## config.mk

```make
export PLATFORM = sky130hd
export DESIGN_NAME = mshr_alloc_ctrl
export DESIGN_NICKNAME = d
export VERILOG_FILES = /design/src/rtl/mshr_alloc_ctrl_pkg.sv /design/src/rtl/mshr_alloc_ctrl_free_enc.sv /design/src/rtl/mshr_alloc_ctrl.sv
export SDC_FILE = /design/constraint.sdc
export NUM_CORES = 1
export LEC_CHECK = 0
export BUFFER_PORTS_ARGS = -buffer_cell sky130_fd_sc_hd__buf_2
export CAP_MARGIN = 30
export CORE_MARGIN = 10
export CORE_UTILIZATION = 49
export CTS_BUF_LIST = sky130_fd_sc_hd__clkbuf_4 sky130_fd_sc_hd__clkbuf_8
export CTS_CLUSTER_DIAMETER = 50
export DETAILED_ROUTE_END_ITERATION = 16
export GPL_TIMING_DRIVEN = 0
export HOLD_SLACK_MARGIN = 0.02
export PLACE_DENSITY = 0.81
export SLEW_MARGIN = 20
export SYNTH_ARGS = -nofsm -noshare
export SYNTH_HDL_FRONTEND = slang
export SYNTH_SLANG_ARGS = --single-unit
```

## constraint.sdc

```tcl
create_clock -name clk -period 3.3 [get_ports clk]
set_input_delay 0.66 -clock clk [delete_from_list [all_inputs] [get_ports clk]]
set_output_delay 0.66 -clock clk [all_outputs]
set_load 0.005 [all_outputs]
```

## src/rtl/mshr_alloc_ctrl_pkg.sv

```systemverilog
// Shared types and sizing for the dcache MSHR allocation front end.
package mshr_alloc_ctrl_pkg;

    localparam int MSHR_AW            = 2;
    localparam int DCACHE_TAG_WIDTH   = 20;
    localparam int DCACHE_INDEX_WIDTH = 12;

    typedef enum logic [1:0] {
        II = 2'd0,
        IS = 2'd1,
        IM = 2'd2,
        MI = 2'd3
    } transient_state_t;

    typedef enum logic {
        ALLOC_IDLE  = 1'b0,
        ALLOC_ISSUE = 1'b1
    } alloc_state_t;

endpackage

```

## src/rtl/mshr_alloc_ctrl_free_enc.sv

```systemverilog
// Lowest-index free entry finder over the MSHR occupancy bitmap.
module mshr_free_enc #(
    parameter int NENT  = 4,
    parameter int IDX_W = 2
) (
    input  logic [NENT-1:0]  busy,
    output logic [IDX_W-1:0] free_idx,
    output logic             any_free
);

    // Scan from the top so the last hit is the lowest free index.
    always_comb begin
        free_idx = '0;
        any_free = 1'b0;
        for (int i = NENT - 1; i >= 0; i--) begin
            if (!busy[i]) begin
                free_idx = IDX_W'(i);
                any_free = 1'b1;
            end
        end
    end

endmodule

```

## src/rtl/mshr_alloc_ctrl.sv

```systemverilog
// MSHR miss allocator: allocates entries, drives the MSHR write port, issues bus reads.
// Optional perf counters enabled by defining MSHR_PERF_CNT_EN.
module mshr_alloc_ctrl
    import mshr_alloc_ctrl_pkg::*;
#(
    parameter int ADDR_W     = DCACHE_TAG_WIDTH + DCACHE_INDEX_WIDTH,
    parameter int MSHR_AW    = mshr_alloc_ctrl_pkg::MSHR_AW,
    parameter int PERF_CNT_W = 32
) (
    input  logic                   clk,
    input  logic                   reset,
    input  logic                   miss_valid_i,
    output logic                   miss_ready_o,
    input  logic [ADDR_W-1:0]      miss_adr_i,
    input  logic                   miss_is_write_i,
    output logic [MSHR_AW-1:0]     miss_id_o,
    output logic                   mshr_we_o,
    output logic [ADDR_W-1:0]      mshr_adr_o,
    output logic                   mshr_valid_o,
    output transient_state_t       mshr_ts_o,
    output logic [MSHR_AW-1:0]     mshr_wrptr_o,
    output logic                   bus_req_valid_o,
    input  logic                   bus_req_ready_i,
    output logic [ADDR_W-1:0]      bus_req_adr_o,
    output logic [MSHR_AW-1:0]     bus_req_id_o,
    input  logic                   resp_valid_i,
    output logic                   resp_ready_o,
    input  logic [MSHR_AW-1:0]     resp_id_i,
    output logic                   full_o,
    output logic [MSHR_AW:0]       outstanding_o,
    output logic                   err_o
`ifdef MSHR_PERF_CNT_EN
    ,
    output logic [PERF_CNT_W-1:0]  perf_alloc_o,
    output logic [PERF_CNT_W-1:0]  perf_full_stall_o
`endif
);

    localparam int NENT = 2 ** MSHR_AW;

    if (PERF_CNT_W < 1) begin : g_bad_perf_w
        $error("PERF_CNT_W must be at least 1");
    end

    function automatic logic [MSHR_AW:0] popcount(input logic [NENT-1:0] v);
        logic [MSHR_AW:0] c;
        c = '0;
        for (int i = 0; i < NENT; i++) c = c + {{MSHR_AW{1'b0}}, v[i]};
        return c;
    endfunction

    alloc_state_t      state_q, state_nxt;
    logic [NENT-1:0]   bitmap_q, bitmap_nxt;
    logic [MSHR_AW-1:0] free_idx;
    logic              any_free;
    logic              alloc_hs, dealloc_hs, resp_busy, dealloc_ok;

    mshr_free_enc #(.NENT(NENT), .IDX_W(MSHR_AW)) u_free_enc (
        .busy     (bitmap_q),
        .free_idx (free_idx),
        .any_free (any_free)
    );

    assign miss_id_o    = free_idx;
    assign miss_ready_o = (state_q == ALLOC_IDLE) & ~full_o & any_free & ~resp_valid_i;
    assign alloc_hs     = miss_valid_i & miss_ready_o;
    assign resp_ready_o = ~alloc_hs;
    assign dealloc_hs   = resp_valid_i & resp_ready_o;
    assign resp_busy    = bitmap_q[resp_id_i];
    assign dealloc_ok   = dealloc_hs & resp_busy;

    always_comb begin
        bitmap_nxt = bitmap_q;
        if (dealloc_ok) bitmap_nxt[resp_id_i] = 1'b0;
        if (alloc_hs)   bitmap_nxt[free_idx]  = 1'b1;
    end

    always_ff @(posedge clk or posedge reset) begin
        if (reset) state_q <= ALLOC_IDLE;
        else       state_q <= state_nxt;
    end

    always_comb begin
        state_nxt = state_q;
        case (state_q)
            ALLOC_IDLE:  if (alloc_hs)        state_nxt = ALLOC_ISSUE;
            ALLOC_ISSUE: if (bus_req_ready_i) state_nxt = ALLOC_IDLE;
            default:                          state_nxt = ALLOC_IDLE;
        endcase
    end

    always_comb begin
        bus_req_valid_o = (state_q == ALLOC_ISSUE);
    end

    // Occupancy, status and the one-cycle MSHR write all update on the handshake edge.
    always_ff @(posedge clk or posedge reset) begin
        if (reset) begin
            bitmap_q      <= '0;
            full_o        <= 1'b0;
            outstanding_o <= '0;
            err_o         <= 1'b0;
            mshr_we_o     <= 1'b0;
            mshr_valid_o  <= 1'b0;
            mshr_ts_o     <= II;
            mshr_wrptr_o  <= '0;
            mshr_adr_o    <= '0;
            bus_req_adr_o <= '0;
            bus_req_id_o  <= '0;
        end else begin
            bitmap_q      <= bitmap_nxt;
            full_o        <= &bitmap_nxt;
            outstanding_o <= popcount(bitmap_nxt);
            if (dealloc_hs && !resp_busy) err_o <= 1'b1;
            if (alloc_hs) begin
                mshr_we_o     <= 1'b1;
                mshr_valid_o  <= 1'b1;
                mshr_ts_o     <= miss_is_write_i ? IM : IS;
                mshr_wrptr_o  <= free_idx;
                mshr_adr_o    <= miss_adr_i;
                bus_req_adr_o <= miss_adr_i;
                bus_req_id_o  <= free_idx;
            end else if (dealloc_ok) begin
                mshr_we_o    <= 1'b1;
                mshr_valid_o <= 1'b0;
                mshr_ts_o    <= II;
                mshr_wrptr_o <= resp_id_i;
                mshr_adr_o   <= '0;
            end else begin
                mshr_we_o    <= 1'b0;
                mshr_valid_o <= 1'b0;
                mshr_ts_o    <= II;
                mshr_wrptr_o <= '0;
                mshr_adr_o   <= '0;
            end
        end
    end

`ifdef MSHR_PERF_CNT_EN
    function automatic logic [PERF_CNT_W-1:0] sat_inc(input logic [PERF_CNT_W-1:0] v);
        return (&v) ? v : v + 1'b1;
    endfunction

    always_ff @(posedge clk or posedge reset) begin
        if (reset) begin
            perf_alloc_o      <= '0;
            perf_full_stall_o <= '0;
        end else begin
            if (alloc_hs)               perf_alloc_o      <= sat_inc(perf_alloc_o);
            if (miss_valid_i && full_o) perf_full_stall_o <= sat_inc(perf_full_stall_o);
        end
    end
`endif

endmodule
```

==> run summary <==
Ys flop type: dfrtp_1
CTS max path bufs: 2
Critical Path Source Type: input pin
Critical Path Sink Type: register
Synth Register Bits: 82
Die height: 97.3 um
Design area: 0.00387 mm2
Worst r2r src: bus_req_valid_o
R2r setup slk: 0.97 ns
Fin crit share: 73.2%
Die area: 0.00947 mm2
Sw Pwr: 664 uW
CTS-repair resized insts: 0
Port Buf Inserts: 121
Worst Tran Pin Value: 0.446 ns
Final setup viols: 0
Routability cong.: 0.896
Setup tns final: 0 ns
Clock skew: 0.00860 ns
Core outline area: 0.00585 mm2
H-tree depth: 3
Final ANT Viol Nets: 0
Switching share of total power: 27.2%
Ant. Diodes: 0
Top-count cell post-synth: dfrtp_1
P_leak: 0.00231 uW
Fmax: 414 MHz
PD cells: 629 mW/mm2
Clock power share: 30.5%
Post-synth net total: 253
P_int: 1770 uW
Cells after synthesis: 209
Global-route wire length before repair: 11.5 mm
Dominant cell type by area after synthesis: dfrtp_1
Worst setup path class: in -> reg
DRT iter0 DRCs: 51
Post-synth EDFFs: 0
Syn avg cell area: 14.0 um2
Vias: 2045
Vias in the first global route: 2168
Share of cells above drive strength 1: 46.4%
Min-delay worst type: in -> async
Wirelength per Cell: 16.7 um
Minimum hold slack: 0.332 ns
Crit path required time: 3.52 ns
Post-CTS Setup Bufs: 0
CP startpoint: resp_valid_i
CTS tree: yes
Max-Cap Viols: 0
Drt pass-1 iters: 4
Routed WL: 7.06 mm
IO Pins: 122
Hpwl dp: 5.47 mm
Area grow syn2layout: 32.2%
Grt total ovfl: 0
GRT Overall Usage: 15.0%
Slew HR: 70.2%
Seq/Total Area, Yosys: 70.1%
Row count: 28
Clk Latency, worst-skew pair: 0.34 ns
DP Area: 0.00366 mm2
Top cells by area in the synthesized netlist: dfrtp_1, a21o_1, and2_1
Largest net degree at the start of global routing: 49
Fin nets: 386
Pins Over Slew Limit: 0
Peak VDD IR: 0.411 mV
Clk slew on worst S/H paths: 0.08 ns
Initial antenna violation count: 0
Clk sinks: 82
Vias per cell: 4.85
Synth unique cells: 26
Async SR Flop Fraction: 100%
Cts hold-fix bufs: 0
Synth top cells by count: dfrtp_1, a21o_1, and2_1, nand2_1, and2_4
Critical path data arrival time: 2.64 ns
CP max FO: 7
Residual DRC: 0
Post-layout min period: 2.41 ns
Initial Util: 50.0%
RSZ-0062 raised after global routing: no
Status: completed
Share of the synthesized area in the top cell type: 70.1%
Mapped Area: 0.00293 mm2
CTS Buf Count: 9
Fin. Hold Viols: 0
Comb pwr share: 19.1%
Flop pwr share: 50.4%
Die width: 97.3 um
Warnings, synthesis: 0
CTS Root Cell: clkbuf_8
## state kept, by name, summed over array words and instances (netlist names), 2 cells and up
register and count:
mshr_adr_o 32, bitmap_q 4, bus_req_adr_o 32, mshr_wrptr_o 2, mshr_ts_o 2, outstanding_o 3
bus_req_id_o 2
## cell families (layout without fill, tap and decap cells)
group / count (synthesis) / count (layout) / synth area share, %
buf+inv: 13 / 151 / 3.55
simple gates: 61 / 61 / 12.4
fa+ha+maj: 4 / 4 / 1.97
mux: 2 / 2 / 0.726
compound gates: 47 / 47 / 11.2
flops: 82 / 82 / 70.1
## critical path, stage by stage
cell	delay [ns]
buf_2	0.15
nor3_2	0.22
and2_1	0.26
nand2_1	0.07
o21ai_0	0.34
fa_1	0.49
ha_1	0.19
ha_1	0.26
## per-stage QoR
step | utilization [%] | setup slack [ns] | power [uW] | cells
4_1_cts | 66.1 | 0.872 | 2470 | 422
5_1_grt | 66.1 | 0.749 | 2580 | 422
6_report | 66.1 | 0.885 | 2440 | 422
3_5_place_dp | 62.5 | 0.534 | 1730 | 406
3_3_place_gp | 62.0 | -0.273 | 1700 | 405
2_1_floorplan | - | 0.532 | 1470 | 209
## placed cells by master, fill, tap and decap left out, types with 2 or more instances in the layout
| cell | n |
|---|---|
| clkbuf_8 | 11 |
| ha_1 | 3 |
| and2_1 | 25 |
| buf_2 | 123 |
| nand3_1 | 3 |
| buf_6 | 7 |
| o21ai_1 | 2 |
| inv_1 | 2 |
| dfrtp_1 | 82 |
| a21o_1 | 33 |
| o21ai_0 | 8 |
| and2_4 | 10 |
| nand4_1 | 2 |
| nand2_1 | 16 |
| clkinv_4 | 2 |
## area by class of cell
| cell class | instances | area (um2) |
|---|---|---|
| Buffer | 9 | 88.8 |
| Clock buffer | 11 | 151 |
| Timing Repair Buffer | 122 | 633 |
| Inverter | 4 | 17.5 |
| Sequential cell | 82 | 2050 |
| Multi-Input combinational cell | 114 | 772 |
| Tap cell | 75 | 93.8 |
| Fill cell | 452 | 1980 |
| Clock inverter | 5 | 61.3 |
## per-layer routing
| layer | routed length, um | GRT usage (%) |
|---|---|---|
| met1 | 2910 | 17.9 |
| met2 | 3470 | 24.1 |
| met3 | 621 | 5.69 |
| met4 | 64 | 5.37 |
| met5 | 0 | 0 |
## power groups by stage
stage,logic [uW],clock network (uW),registers (uW)
after detailed placement,480,0,1250
after global routing,531,799,1240
final,466,744,1230
after floorplan,223,0,1250
after global placement,462,0,1240
after CTS,481,762,1230
## worst paths after layout
check / to / depth (start not counted)
hold / removal: bus_req_adr_o[9] / 2
min in group clk: err_o / 1
setup / recovery: outstanding_o[1] / 8
setup reg to reg: outstanding_o[1] / 7
max in group asynchronous: bus_req_adr_o[2] / 3
hold reg to reg: err_o / 1
No activity file was read; power rests on OpenSTA's default activity.
